`src/rtl/eth_fifo_hsst_framer_if.sv`:
```
// FIFO read port and HSST TX lane seen by the framer.
// master: FIFO/lane side, slave: the framer.
interface eth_fifo_hsst_framer_if;
    logic        fifo_rd_vld;
    logic [31:0] fifo_rd_data;
    logic        fifo_rd_en;
    logic        link_up;
    logic [31:0] tx_data;
    logic [3:0]  tx_charisk;

    modport master (
        output fifo_rd_vld,
        output fifo_rd_data,
        input  fifo_rd_en,
        output link_up,
        input  tx_data,
        input  tx_charisk
    );

    modport slave (
        input  fifo_rd_vld,
        input  fifo_rd_data,
        output fifo_rd_en,
        input  link_up,
        output tx_data,
        output tx_charisk
    );
endinterface

```
`src/rtl/eth_fifo_hsst_framer.sv`:
```
// Pops length-prefixed frames from the Ethernet prefetch FIFO and emits
// K-coded SOF / payload / checksum / EOF words for the HSST TX lane.
// Malformed headers are skipped; frames cut by link loss are aborted and
// their remaining payload drained from the FIFO.
//
// state   | meaning
// --------+------------------------------------------------------------
// IDLE    | sending comma idles, popping the next header when link is up
// PAYLOAD | forwarding payload words and accumulating the checksum
// CSUM    | sending the checksum word
// EOF     | sending EOF, bumping seq and frame_cnt
// DROP    | discarding the rest of an aborted frame
module eth_fifo_hsst_framer #(
    parameter logic [15:0] MAX_WORDS = 16'd375,
    parameter logic [31:0] IDLE_WORD = 32'h50BC_50BC,
    parameter logic [3:0]  IDLE_K    = 4'b0101,
    parameter int          CNT_W     = 16
) (
    input  logic                 rd_clk,
    input  logic                 rd_rst,
    eth_fifo_hsst_framer_if.slave bus,
    output logic                 busy,
    output logic [CNT_W-1:0]     frame_cnt,
    output logic [CNT_W-1:0]     err_cnt
);

    typedef enum logic [2:0] {
        S_IDLE    = 3'd0,
        S_PAYLOAD = 3'd1,
        S_CSUM    = 3'd2,
        S_EOF     = 3'd3,
        S_DROP    = 3'd4
    } state_t;

    localparam logic [31:0] EOF_WORD  = 32'h0000_00FD;
    localparam logic [31:0] ABRT_WORD = 32'h0000_00FE;
    localparam logic [3:0]  K_CTRL    = 4'b0001;

    state_t            state_q, state_d;
    logic [31:0]       tx_data_q, tx_data_d;
    logic [3:0]        tx_k_q, tx_k_d;
    logic [7:0]        seq_q, seq_d;
    logic [31:0]       sum_q, sum_d;
    logic [15:0]       rem_q, rem_d;
    logic [CNT_W-1:0]  frame_cnt_q, frame_cnt_d;
    logic [CNT_W-1:0]  err_cnt_q, err_cnt_d;
    logic              rd_en;
    logic              pop;
    logic [15:0]       hdr_len;

    // Pops are held off during reset so unread words survive in the FIFO.
    assign bus.fifo_rd_en = rd_en & ~rd_rst;
    assign pop            = rd_en & bus.fifo_rd_vld;
    assign hdr_len        = bus.fifo_rd_data[15:0];

    // Next-state, pop enable and next TX word.
    always_comb begin
        state_d     = state_q;
        tx_data_d   = IDLE_WORD;
        tx_k_d      = IDLE_K;
        seq_d       = seq_q;
        sum_d       = sum_q;
        rem_d       = rem_q;
        frame_cnt_d = frame_cnt_q;
        err_cnt_d   = err_cnt_q;
        rd_en       = 1'b0;
        unique case (state_q)
            S_IDLE: begin
                rd_en = bus.link_up;
                if (pop) begin
                    if (hdr_len != 16'd0 && hdr_len <= MAX_WORDS) begin
                        tx_data_d = {hdr_len, seq_q, 8'hFB};
                        tx_k_d    = K_CTRL;
                        rem_d     = hdr_len;
                        sum_d     = 32'd0;
                        state_d   = S_PAYLOAD;
                    end else if (err_cnt_q != {CNT_W{1'b1}}) begin
                        err_cnt_d = err_cnt_q + 1'b1;
                    end
                end
            end
            S_PAYLOAD: begin
                rd_en = bus.link_up;
                if (!bus.link_up) begin
                    tx_data_d = ABRT_WORD;
                    tx_k_d    = K_CTRL;
                    state_d   = S_DROP;
                    if (err_cnt_q != {CNT_W{1'b1}}) err_cnt_d = err_cnt_q + 1'b1;
                end else if (pop) begin
                    tx_data_d = bus.fifo_rd_data;
                    tx_k_d    = 4'b0000;
                    sum_d     = sum_q + bus.fifo_rd_data;
                    rem_d     = rem_q - 16'd1;
                    if (rem_q == 16'd1) state_d = S_CSUM;
                end
            end
            S_CSUM: begin
                tx_data_d = sum_q;
                tx_k_d    = 4'b0000;
                state_d   = S_EOF;
            end
            S_EOF: begin
                tx_data_d   = EOF_WORD;
                tx_k_d      = K_CTRL;
                seq_d       = seq_q + 8'd1;
                frame_cnt_d = frame_cnt_q + 1'b1;
                state_d     = S_IDLE;
            end
            S_DROP: begin
                rd_en = 1'b1;
                if (pop) begin
                    rem_d = rem_q - 16'd1;
                    if (rem_q == 16'd1) state_d = S_IDLE;
                end
            end
            default: state_d = S_IDLE;
        endcase
    end

    // State and output registers with synchronous reset.
    always_ff @(posedge rd_clk) begin
        if (rd_rst) begin
            state_q     <= S_IDLE;
            tx_data_q   <= IDLE_WORD;
            tx_k_q      <= IDLE_K;
            seq_q       <= 8'd0;
            sum_q       <= 32'd0;
            rem_q       <= 16'd0;
            frame_cnt_q <= '0;
            err_cnt_q   <= '0;
        end else begin
            state_q     <= state_d;
            tx_data_q   <= tx_data_d;
            tx_k_q      <= tx_k_d;
            seq_q       <= seq_d;
            sum_q       <= sum_d;
            rem_q       <= rem_d;
            frame_cnt_q <= frame_cnt_d;
            err_cnt_q   <= err_cnt_d;
        end
    end

    assign bus.tx_data    = tx_data_q;
    assign bus.tx_charisk = tx_k_q;
    assign busy           = (state_q != S_IDLE);
    assign frame_cnt      = frame_cnt_q;
    assign err_cnt        = err_cnt_q;

endmodule

```
`src/flat_wrapper.sv`:
```
// flat-port wrapper written by rule: the top's interface ports become plain ports
module eth_fifo_hsst_framer_flat 
#(
    parameter logic [15:0] MAX_WORDS = 16'd375,
    parameter logic [31:0] IDLE_WORD = 32'h50BC_50BC,
    parameter logic [3:0]  IDLE_K    = 4'b0101,
    parameter int          CNT_W     = 16
)
  (rd_clk, rd_rst, busy, frame_cnt, err_cnt, bus_fifo_rd_vld, bus_fifo_rd_data, bus_fifo_rd_en, bus_link_up, bus_tx_data, bus_tx_charisk);
  eth_fifo_hsst_framer_if bus_i ();
  input  logic rd_clk;
  input  logic rd_rst;
  output logic busy;
  output logic [CNT_W-1:0] frame_cnt;
  output logic [CNT_W-1:0] err_cnt;
  input wire logic [$bits(bus_i.fifo_rd_vld)-1:0] bus_fifo_rd_vld;
  input wire logic [$bits(bus_i.fifo_rd_data)-1:0] bus_fifo_rd_data;
  output wire logic [$bits(bus_i.fifo_rd_en)-1:0] bus_fifo_rd_en;
  input wire logic [$bits(bus_i.link_up)-1:0] bus_link_up;
  output wire logic [$bits(bus_i.tx_data)-1:0] bus_tx_data;
  output wire logic [$bits(bus_i.tx_charisk)-1:0] bus_tx_charisk;
  assign bus_i.fifo_rd_vld = bus_fifo_rd_vld;
  assign bus_i.fifo_rd_data = bus_fifo_rd_data;
  assign bus_fifo_rd_en = bus_i.fifo_rd_en;
  assign bus_i.link_up = bus_link_up;
  assign bus_tx_data = bus_i.tx_data;
  assign bus_tx_charisk = bus_i.tx_charisk;
  eth_fifo_hsst_framer #(.MAX_WORDS(MAX_WORDS), .IDLE_WORD(IDLE_WORD), .IDLE_K(IDLE_K), .CNT_W(CNT_W)) u_core (.rd_clk(rd_clk), .rd_rst(rd_rst), .bus(bus_i), .busy(busy), .frame_cnt(frame_cnt), .err_cnt(err_cnt));
endmodule
```
`config.mk`:
```
export PLATFORM = sky130hd
export DESIGN_NAME = eth_fifo_hsst_framer_flat
export DESIGN_NICKNAME = d
export VERILOG_FILES = /design/src/rtl/eth_fifo_hsst_framer_if.sv /design/src/rtl/eth_fifo_hsst_framer.sv /design/src/flat_wrapper.sv
export SDC_FILE = /design/constraint.sdc
export NUM_CORES = 1
export LEC_CHECK = 0
export CORE_UTILIZATION = 61
export CTS_CLUSTER_DIAMETER = 150
export CTS_CLUSTER_SIZE = 25
export DETAILED_ROUTE_END_ITERATION = 16
export DONT_BUFFER_PORTS = 1
export GPL_TIMING_DRIVEN = 0
export PLACE_DENSITY = 0.77
export SYNTH_ARGS = -nofsm -noshare
export SYNTH_HDL_FRONTEND = slang
export SYNTH_SLANG_ARGS = --single-unit
```
`constraint.sdc`:
```
create_clock -name rd_clk -period 8.55 [get_ports rd_clk]
set_input_delay 2.565 -clock rd_clk [delete_from_list [all_inputs] [get_ports rd_clk]]
set_output_delay 2.565 -clock rd_clk [all_outputs]
set_load 0.1 [all_outputs]
```
Word level (Yosys, flattened, before mapping)
Cells that the tools add are included.
- $add $sub $neg: 5
- $mul: 0
- div/mod/pow operators: 0
- magnitude comparators: 1
- equality and inequality tests: 16
- shift operators: 0
- mux-type cells: 34
- bitwise operators: 3
- reduce and logical (&&, ||, !) cells: 11
- operators with widths (operator ; number):
    $mux W32 ; 8
    $mux W16 ; 8
    $pmux W32 S4 ; 1
    $pmux W32 S2 ; 1
    $pmux W16 S3 ; 1
    $add A16 B1 Y16 const B ; 2
    $add A32 B32 Y32 ; 1
    $pmux W16 S2 ; 1
    $mux W3 ; 9
    $eq A16 B1 Y1 const B ; 1
    $le A16 B9 Y1 const B ; 1
    $ne A16 B16 Y1 const B ; 1
    $pmux W4 S4 ; 1
    $reduce_bool A16 Y1 ; 1
    $sub A16 B1 Y16 const B ; 1
    $pmux W3 S4 ; 1
    $ne A2 B1 Y1 const B ; 5
    $add A8 B1 Y8 const B ; 1
    $mux W4 ; 2
    $reduce_and A4 Y1 ; 2
    $eq A3 B2 Y1 const B ; 2
    $ne A2 B2 Y1 const B ; 3
    $ne A3 B2 Y1 const B ; 2
    $reduce_and A6 Y1 ; 1
    11 further kinds ; 13
- register bits: 127
- latch bits: 0
- RAM bits: 0
- ROM bits: 0
- input bits: 36
- output and inout port bits: 70
- word-level logic and storage cells: 78
- memories: 0

Logic depth before layout (Yosys ltp)
Gate-level depths: netlist of run 1.
- word-level depth: 7
- depth in mapped cells: 12

Worst setup path before layout of run 1
Ideal clock, no wire load.
- path kind: in2out
- start point: input rd_rst
- end point: output bus_fifo_rd_en
- data arrival time: 5.149 ns
- data required time: 5.985 ns
- setup slack: 0.836 ns
- cell stages on the path: 3
- buffers on the path: 2
- path through: clkbuf_1 clkbuf_1 a211oi_1
- cells in the longest elaborated chain, start to end: 2
- ends and longest elaborated chain (element ; line ; RTL):
    start: declaration ; flat_wrapper.sv:12 ; input logic rd_rst;
    $not A1 Y1 ; eth_fifo_hsst_framer.sv:52 ; assign bus.fifo_rd_en = rd_en & ~rd_rst;
    $and A1 B1 Y1 ; eth_fifo_hsst_framer.sv:52 ;
    end: declaration ; flat_wrapper.sv:18 ; output wire logic [$bits(bus_i.fifo_rd_en)-1:0] bus_fifo_rd_en;
No other way between the ends.

Final worst setup path of run 1
Ends and elaborated chain as after synthesis.

==> results.sh, run 1 <==
export IMPL_initial_core_util=0.633
export IMPL_synth_compound_area_frac=0.237
export IMPL_die_w_um=109
export IMPL_r2r_start="u_core.state_q[2]"
export IMPL_cts_tree="done"
export IMPL_required_ns=5.99
export IMPL_die_h_um=109
export IMPL_dp_hpwl_um=14800
export IMPL_crit_fanout=10
export IMPL_grt_max_degree=17
export IMPL_rows=38
export IMPL_synth_fa_ha_area_frac=0.0676
export IMPL_cts_resized=0
export IMPL_first_iter_violations=689
export IMPL_p_leak_nw=2.87
export IMPL_vias=6706
export IMPL_critPathLaunchType="input pin"
export IMPL_finClkSkew_ns=0.00734
export IMPL_setup_viol=0
export IMPL_clockRootBuffer="clkbuf_16"
export IMPL_ys_seq_area_frac=0.360
export IMPL_synth_edf_count=0
export IMPL_synth_top_family_by_area="compound AO/OA/AOI/OAI gates"
export IMPL_io_pins=106
export IMPL_worst_slew_pin_slew_ns=1.14
export IMPL_wl_um=20500
export IMPL_synth_cell_types=63
export IMPL_dr_pass1_iters=6
export IMPL_grt_pass1_wl_um=31700
export IMPL_power_density_nw_per_um2=184
export IMPL_antenna_found_initial=0
export IMPL_cp_arrival_ns=4.13
export IMPL_synth_seq_cells=125
export IMPL_numCtsBuffers=17
export IMPL_hp_class="flip-flop to flip-flop"
export IMPL_synth_top_cell_by_area="dfxtp_1"
export IMPL_clk_latency_ns=0.43
export IMPL_dpl_cell_area_um2=7150
export IMPL_routabilityCongestion=0.947
export IMPL_min_delay_start="u_core.sum_q[0]"
export IMPL_synth_commonest_cells="125 x dfxtp_1, 111 x nor2_1, 75 x a21oi_1"
export IMPL_ir_drop_mv=0.177
export IMPL_die_area_um2=11800
export IMPL_synth_area_um2=6960
export IMPL_crit_path_start="rd_rst"
export IMPL_nets=944
export IMPL_synth_area_per_cell_um2=8.17
export IMPL_via_per_inst=6.56
export IMPL_ant_nets=0
export IMPL_num_antenna_cells=0
export IMPL_power_mw=1.43
export IMPL_io_buffers=0
export IMPL_synth_top_cell_area_share=0.360
export IMPL_ys_flop_type="dfxtp_1"
export IMPL_clock_sinks=125
export IMPL_synthTopCellsByArea="dfxtp_1 36%, ha_1 6.5%, nor2_1 6.0%, a21oi_1 5.4%, xnor2_1 4.5%"
export IMPL_finalMaxSlewViolations=0
export IMPL_grt_util_all_layers=0.354
export IMPL_wire_per_inst_um=20.0
export IMPL_criticalPathCategory="input pin to primary output"
export IMPL_cts_setup_buffers=0
export IMPL_final_hold_viol_count=0
export IMPL_synthXorXnorAreaFrac=0.0781
export IMPL_area_delta_synth_final_pct=11.9
export IMPL_status="completed"
export IMPL_grt_overflow=0
export IMPL_fin_area_um2=7780
export IMPL_yosysWarnings=0
export IMPL_synthMuxAreaShare=0.0151
export IMPL_synth_most_common_cell="dfxtp_1"
export IMPL_drive_gt1_frac=0.0578
export IMPL_max_clock_path_buffers=2
export IMPL_max_slew_margin=0.237
export IMPL_fin_setup_tns_ns=0
export IMPL_endpoint_kind="primary output"
export IMPL_rsz0062_at_grt="no"
export IMPL_cts_htree_levels=4
export IMPL_fill_cells=902
export IMPL_syn_inst=851
export IMPL_fin_crit_sh=0.783
export IMPL_first_global_vias=6195
export IMPL_max_freq_mhz=149
export IMPL_drv_cap=0
export IMPL_synthSimpleGateAreaFrac=0.199
export IMPL_coreArea_um2=11000
export IMPL_ys_async_sr_fraction=0
export IMPL_path_clk_slew_ns=0.05
export IMPL_drc=0
export IMPL_cts_hold_fix_buffers=0
export IMPL_finalCriticalPeriod_ns=6.69
flip-flops by register name, indices dropped and copies added, names as in the netlist:
register               count
u_core.seq_q               8
u_core.state_q             3
u_core.bus.tx_data        32
u_core.frame_cnt          16
u_core.bus.tx_charisk      2
u_core.rem_q              16
u_core.sum_q              32
u_core.err_cnt            16
per-stage QoR:
stage,instances,utilization,hold slack (ns),worst slack [ns]
after floorplan,852,-,0.448,0.836
after global placement,992,0.650,0.459,0.488
after detailed placement,992,0.651,0.470,1.90
after CTS,1023,0.708,0.477,1.90
after global routing,1023,0.708,0.503,1.85
final,1023,0.708,0.476,1.86
power breakdown:
group / internal, mW / switching, mW / total (mW)
Combinational: 0.0205 / 0.0464 / 0.0669
Clock: 0.509 / 0.266 / 0.775
Sequential: 0.584 / 0.00714 / 0.591
worst paths after layout:
| kind | endpoint | slack, ns | cells after the start |
|---|---|---|---|
| max | bus_fifo_rd_en | 1.86 | 3 |
| min | u_core.sum_q[0] | 0.48 | 2 |
| max reg2reg | u_core.err_cnt[10] | 5.00 | 12 |
| min reg2reg | u_core.sum_q[0] | 0.48 | 2 |
layout by cell type (no fill, tap or decap), types with 12 or more instances in the layout:
master / n
dfxtp_1: 125
nor2_1: 111
a21oi_1: 75
nand2_1: 72
o21ai_0: 49
clkbuf_1: 43
xnor2_1: 36
ha_1: 36
nand3_1: 33
xor2_1: 26
nor3_1: 21
inv_1: 19
nand4_1: 18
clkbuf_16: 17
a22oi_1: 16
a22o_1: 16
a211oi_1: 12
worst max-delay path, cell delays in order:
cell	delay [ns]
clkbuf_1	0.20
clkbuf_1	0.40
a211oi_4	0.96
cell type report:
cell class	count	area [um^2]	area share
inverters	19	71.3	0.00917
well taps	140	175	0.0225
plain buffers	50	226	0.0291
clock buffers	22	474	0.0609
flip-flops and latches	125	2500	0.322
clock inverters	9	160	0.0206
multi-input cells	658	4170	0.536
per-layer routing:
layer	share of wire	up-vias	routed length (um)	global-route usage
li1	-	3124	-	-
met4	0.030	0	610	0.177
met1	0.42	3127	8680	0.463
met2	0.43	394	8870	0.535
met5	0	-	0	0
met3	0.11	61	2310	0.0968
cells by family after synthesis:
family,count (synthesis)
compound gates,247
xor+xnor,62
fa+ha+maj,37
buf+inv,69
flops,125
mux,10
other cells,1
simple gates,300
No activity file was read; power rests on OpenSTA's default activity.
==> inputs of run 2 (changes only) <==
clock period = 6.7 ns   (was 8.55 ns; I/O delays follow)
==> results of run 2 <==
Same layout as run 1 (identical final DEF). Status: completed.
Main changes from that run: setup slack after placement 1.90 ns -> 1.16 ns; setup slack after layout 1.86 ns -> 1.12 ns; register-to-register setup slack 5.00 ns -> 3.15 ns; total power 1.43 mW -> 1.83 mW; worst IR drop on VDD 0.177 mV -> 0.226 mV
